File: src/rtl/vga_timing_gen.sv
// vga_timing_gen: pixel-clock raster timing for 640x480@60 VGA.
// Produces raster coordinates, an active-video flag and a per-frame strobe.
// hsync, vsync and rgb_out are registered together so they leave aligned.
module vga_timing_gen #(
   parameter int H_ACTIVE    = 640,
   parameter int H_FP        = 16,
   parameter int H_SYNC      = 96,
   parameter int H_BP        = 48,
   parameter int V_ACTIVE    = 480,
   parameter int V_FP        = 10,
   parameter int V_SYNC      = 2,
   parameter int V_BP        = 33,
   parameter bit SYNC_ACTIVE = 1'b0
) (
   input  logic       clk,
   input  logic       rst,
   input  logic [5:0] rgb_in,
   output logic [9:0] x,
   output logic [9:0] y,
   output logic       active,
   output logic       next_frame,
   output logic       hsync,
   output logic       vsync,
   output logic [5:0] rgb_out
);

   localparam int H_TOTAL = H_ACTIVE + H_FP + H_SYNC + H_BP;
   localparam int V_TOTAL = V_ACTIVE + V_FP + V_SYNC + V_BP;

   // Every counter compare constant must fit the 10-bit counters.
   if (H_TOTAL >= 1024 || V_TOTAL >= 1024) begin : g_width_check
      $error("vga_timing_gen: timing totals must be below 1024");
   end

   localparam logic [9:0] H_ACT_C  = 10'(H_ACTIVE);
   localparam logic [9:0] H_MAX_C  = 10'(H_TOTAL - 1);
   localparam logic [9:0] H_SYN0_C = 10'(H_ACTIVE + H_FP);
   localparam logic [9:0] H_SYN1_C = 10'(H_ACTIVE + H_FP + H_SYNC);
   localparam logic [9:0] V_ACT_C  = 10'(V_ACTIVE);
   localparam logic [9:0] V_MAX_C  = 10'(V_TOTAL - 1);
   localparam logic [9:0] V_SYN0_C = 10'(V_ACTIVE + V_FP);
   localparam logic [9:0] V_SYN1_C = 10'(V_ACTIVE + V_FP + V_SYNC);

   logic [9:0] h_cnt_q, h_cnt_d;
   logic [9:0] v_cnt_q, v_cnt_d;
   logic       hsync_q, hsync_d;
   logic       vsync_q, vsync_d;
   logic [5:0] rgb_out_q, rgb_out_d;
   logic       h_wrap;
   logic       hsync_raw;
   logic       vsync_raw;

   // Raster counters: h wraps every line, v advances only on an h wrap.
   always_comb begin
      // NOTE: every always_comb output gets a default first so no path leaves it unassigned (no latch).
      h_cnt_d = h_cnt_q + 10'd1;
      v_cnt_d = v_cnt_q;
      h_wrap  = (h_cnt_q == H_MAX_C);
      if (h_wrap) begin
         h_cnt_d = 10'd0;
         v_cnt_d = (v_cnt_q == V_MAX_C) ? 10'd0 : v_cnt_q + 10'd1;
      end
   end

   // Latency-0 decodes of the current counter state.
   always_comb begin
      active     = (h_cnt_q < H_ACT_C) && (v_cnt_q < V_ACT_C);
      // Strobe at the start of the first blanking line so pattern updates never tear.
      next_frame = (h_cnt_q == 10'd0) && (v_cnt_q == V_ACT_C);
      hsync_raw  = (h_cnt_q >= H_SYN0_C) && (h_cnt_q < H_SYN1_C);
      vsync_raw  = (v_cnt_q >= V_SYN0_C) && (v_cnt_q < V_SYN1_C);
   end

   // Output stage next values: sync polarity applied, colour blanked outside active video.
   always_comb begin
      hsync_d   = hsync_raw ? SYNC_ACTIVE : ~SYNC_ACTIVE;
      vsync_d   = vsync_raw ? SYNC_ACTIVE : ~SYNC_ACTIVE;
      rgb_out_d = active ? rgb_in : 6'b0;
   end

   // State and output registers; reset returns to top-left with syncs deasserted.
   always_ff @(posedge clk or posedge rst) begin
      if (rst) begin
         // NOTE: sequential state uses non-blocking assignments so all flops update from pre-edge values.
         h_cnt_q   <= 10'd0;
         v_cnt_q   <= 10'd0;
         hsync_q   <= ~SYNC_ACTIVE;
         vsync_q   <= ~SYNC_ACTIVE;
         rgb_out_q <= 6'b0;
      end else begin
         h_cnt_q   <= h_cnt_d;
         v_cnt_q   <= v_cnt_d;
         hsync_q   <= hsync_d;
         vsync_q   <= vsync_d;
         rgb_out_q <= rgb_out_d;
      end
   end

   assign x       = h_cnt_q;
   assign y       = v_cnt_q;
   assign hsync   = hsync_q;
   assign vsync   = vsync_q;
   assign rgb_out = rgb_out_q;

endmodule
File: config.mk
export PLATFORM = sky130hd
export DESIGN_NAME = vga_timing_gen
export DESIGN_NICKNAME = d
export VERILOG_FILES = /design/src/rtl/vga_timing_gen.sv
export SDC_FILE = /design/constraint.sdc
export NUM_CORES = 1
export LEC_CHECK = 0
export CAP_MARGIN = 0
export CORE_UTILIZATION = 47
export CTS_CLUSTER_DIAMETER = 50
export DETAILED_ROUTE_END_ITERATION = 8
export PLACE_DENSITY = 0.8
export SYNTH_ARGS = -nofsm -noshare
export SYNTH_HDL_FRONTEND = slang
export SYNTH_SLANG_ARGS = --single-unit
File: constraint.sdc
create_clock -name clk -period 2.2 [get_ports clk]
set_input_delay 0.22 -clock clk [delete_from_list [all_inputs] [get_ports clk]]
set_output_delay 0.22 -clock clk [all_outputs]
set_load 0.01 [all_outputs]
==> summary.md, run 1 <==
| Metric | Value |
|---|---|
| Setup TNS | 0 ns |
| Busiest grt layer | met2 |
| Final worst setup slack | 0.141 ns |
| Via count | 1080 |
| Synth Net Count | 136 |
| Core area | 2780 µm² |
| FP Rows | 19 |
| Routed Antenna Nets | 0 |
| Total Routing Usage GR | 21.7% |
| Most frequent cells in the layout | clkdlybuf4s50_1 (35), dfrtp_1 (26), nand3_1 (8) |
| Cell-internal power | 0.646 mW |
| EDFF count, synth | 0 |
| Clk Latency, worst-skew pair | 0.34 ns |
| Ports | 38 |
| Final net count | 177 |
| DR pass1 iterations | 4 |
| CP Max Fanout | 4 |
| Number of fillers in the final layout | 236 |
| Clock skew | 0.00971 ns |
| Worst R2R Path Depth | 6 |
| Post-synthesis cell count | 124 |
| Run status | finished clean |
| Critical path class | flop to output port |
| Max_cap viols | 0 |
| Max-slew headroom | 76.0% |
| Worst-path clk slew | 0.15 ns |
| Prevailing post-synth register cell | dfrtp_1 |
| Congestion Overflow GR | 0 |
| CTS max path bufs | 2 |
| Post-synth top area share | 47.0% |
| Sw Ratio | 20.7% |
| Met1 Resource Use GR | 28.1% |
| Pwr Density | 442 nW/µm² |
| WP data required | 1.98 ns |
| WL final | 3.02 mm |
| Total power | 0.814 mW |
| Yosys warns | 0 |
| Area Growth Syn to Fin | 32.9% |
| Commonest non-fill, non-tap cell in the layout | clkdlybuf4s50_1 |
| DR iter-0 viols | 15 |
| Worst setup EP type | output port |
| GR Util met2 | 35.4% |
| WP data arrival | 1.84 ns |
| Final Max Tran Viols | 0 |
| Vias in the first global route | 1082 |
| Detailed placement HPWL | 2.19 mm |
| Largest cells by area after synthesis | dfrtp_1 (47%), dfstp_2 (3.8%), ha_1 (3.6%), and2_1 (3.2%), xnor2_1 (3.2%) |
| RSZ-0062 raised after global routing | false |
| Clk pwr share | 30.8% |
| Mean Syn Cell Area | 11.2 µm² |
| Hold bufs inserted after CTS | 0 |
| Die area | 3170 µm² |
| Die W | 56.3 µm |
| Initial antenna violation count | 0 |
| # setup viols final | 0 |
| Logic pwr share | 5.1% |
| Synth area leader | dfrtp_1 |
| Post-synth ARST share | 100% |
| Initial Utilization | 49.8% |
| Post-place setup slack | 0.0952 ns |
| # DRC | 0 |
| Worst R2R End | y[4]$_DFFE_PP0N_ |
| Clock root cell | clkbuf_4 |
| Worst-margin pin slew | 0.360 ns |
| Final Hold Viols | 0 |
| I/O Buffers | 37 |
| Worst hold margin | 0.244 ns |
| Worst setup SP type | flop |
| Type of the worst min-delay path | primary input to async pin |
| Library cells used by synthesis | 39 |
| Total CTS buffers | 3 |
| Switch Pwr | 0.169 mW |
| # diodes | 0 |
| Netlist Area Pre-Place | 1390 µm² |
| Sink Count | 28 |
| Max frequency | 0.486 GHz |
| Placed cell count | 190 |
| Sequential-to-total area share from yosys stat | 50.8% |
| Die height | 56.3 µm |
| Peak VDD IR | 0.000441 V |
| Wire per inst | 15.5 µm |
| Fin cells | 195 |
| First-pass GRT wire length | 5.29 mm |
| Grt met3 use | 6.45% |
| Flop-to-flop setup slack | 0.37 ns |
| Period minus WS final | 2.06 ns |
| #FFs+latches synth | 28 |
| CP startpoint | y[6]$_DFFE_PP0N_ |
| CTS H-tree lvls | 1 |
| CTS tree | built |
| Routability Congestion | 0.826 |
| Share of post-route cells with drive strength above 1 | 14.6% |
| Pin count of the biggest net entering global routing | 29 |
| Post-route clock period utilization | 93.6% |
| Seq pwr share | 64.1% |
| Leak pwr | 0.823 nW |
| Vias per cell | 5.54 |
| Worst r2r src | y[1]$_DFFE_PP0N_ |
==> cell usage after synthesis (2+ instances only) <==
cell / n
xor2_1: 5
o21ai_0: 2
inv_1: 6
nand2_1: 6
nor2_1: 6
nor4b_1: 2
nand4_1: 3
dfrtp_1: 26
dfstp_2: 2
buf_4: 3
xnor2_1: 5
and4_1: 3
ha_1: 4
buf_6: 2
o21a_1: 2
and2_1: 7
a31oi_1: 2
and4_2: 2
a21oi_1: 2
nor3b_1: 2
and3_1: 3
nor3_1: 5
nand3_1: 8
==> layer usage <==
metal / vias to the layer above / part of all wire (%)
met1: 532 / 44
met5: - / 0
met2: 25 / 50
met3: 5 / 4.4
li1: 518 / -
met4: 0 / 1.2
==> stage by stage <==
stage          area, µm²  utilization, %
3_5_place_dp        1770            63.8
4_1_cts             1840            66.0
3_3_place_gp        1770            63.8
5_1_grt             1840            66.2
2_1_floorplan       1390               -
6_report            1840            66.2
==> how the worst max path moves through the flow <==
| stage | end | cells past startpoint |
|---|---|---|
| finish | next_frame | 5 |
| global route | next_frame | 5 |
| CTS | active | 4 |
| detailed placement | next_frame | 5 |
| global placement | next_frame | 5 |
| floorplan | y[4]$_DFFE_PP0N_ | 5 |
==> state kept, by name, indices dropped and copies added, names as in the netlist <==
name / flops
x: 10
y: 10
rgb_out: 6
hsync: 1
vsync: 1
==> power groups by stage <==
stage                     clock network (mW)  logic, mW  registers (mW)
after global placement                     0     0.0412           0.531
after CTS                              0.259     0.0431           0.522
final                                  0.251     0.0415           0.522
after global routing                   0.279     0.0458           0.523
after detailed placement                   0     0.0427           0.531
after floorplan                            0     0.0111           0.535
==> worst max-delay path, cell delays in order (launching register included) <==
cell,delay (ns)
dfrtp_1,0.40
and3_1,0.18
and2_2,0.20
nor4b_4,0.21
and4_1,0.23
dlygate4sd2_1,0.29
==> cells by family (layout without fill, tap and decap cells) <==
group           after synthesis  in the layout  synth area share, %
fa+ha+maj                     4              4                 3.61
simple gates                 55             55                 26.0
flops                        28             28                 50.8
compound gates               13             13                 6.50
xor+xnor                     10             10                 6.32
buf+inv                      12             52                 5.24
mux                           2              2                 1.54
==> layout make-up <==
| cell class | count | area (µm²) | share of cell area [%] |
|---|---|---|---|
| well taps | 31 | 38.8 | 2.11 |
| inverters | 6 | 22.5 | 1.22 |
| multi-input cells | 84 | 631 | 34.3 |
| repair buffers | 42 | 409 | 22.2 |
| clock buffers | 4 | 36.3 | 1.97 |
| flip-flops and latches | 28 | 703 | 38.2 |
==> what timing repair did <==
item,in CTS,in global routing
endpoints found under the setup margin,2,2
pin swaps,0,1
buffers inserted,1,0
gates resized for setup,4,2
(Power assumes the default switching activity.)
==> run 2, diff against run 1 <==
Settings changed: CAP_MARGIN 0 to not set.
==> results of run 2 <==
The final DEF is identical to that of run 1; final timing and power are the same.
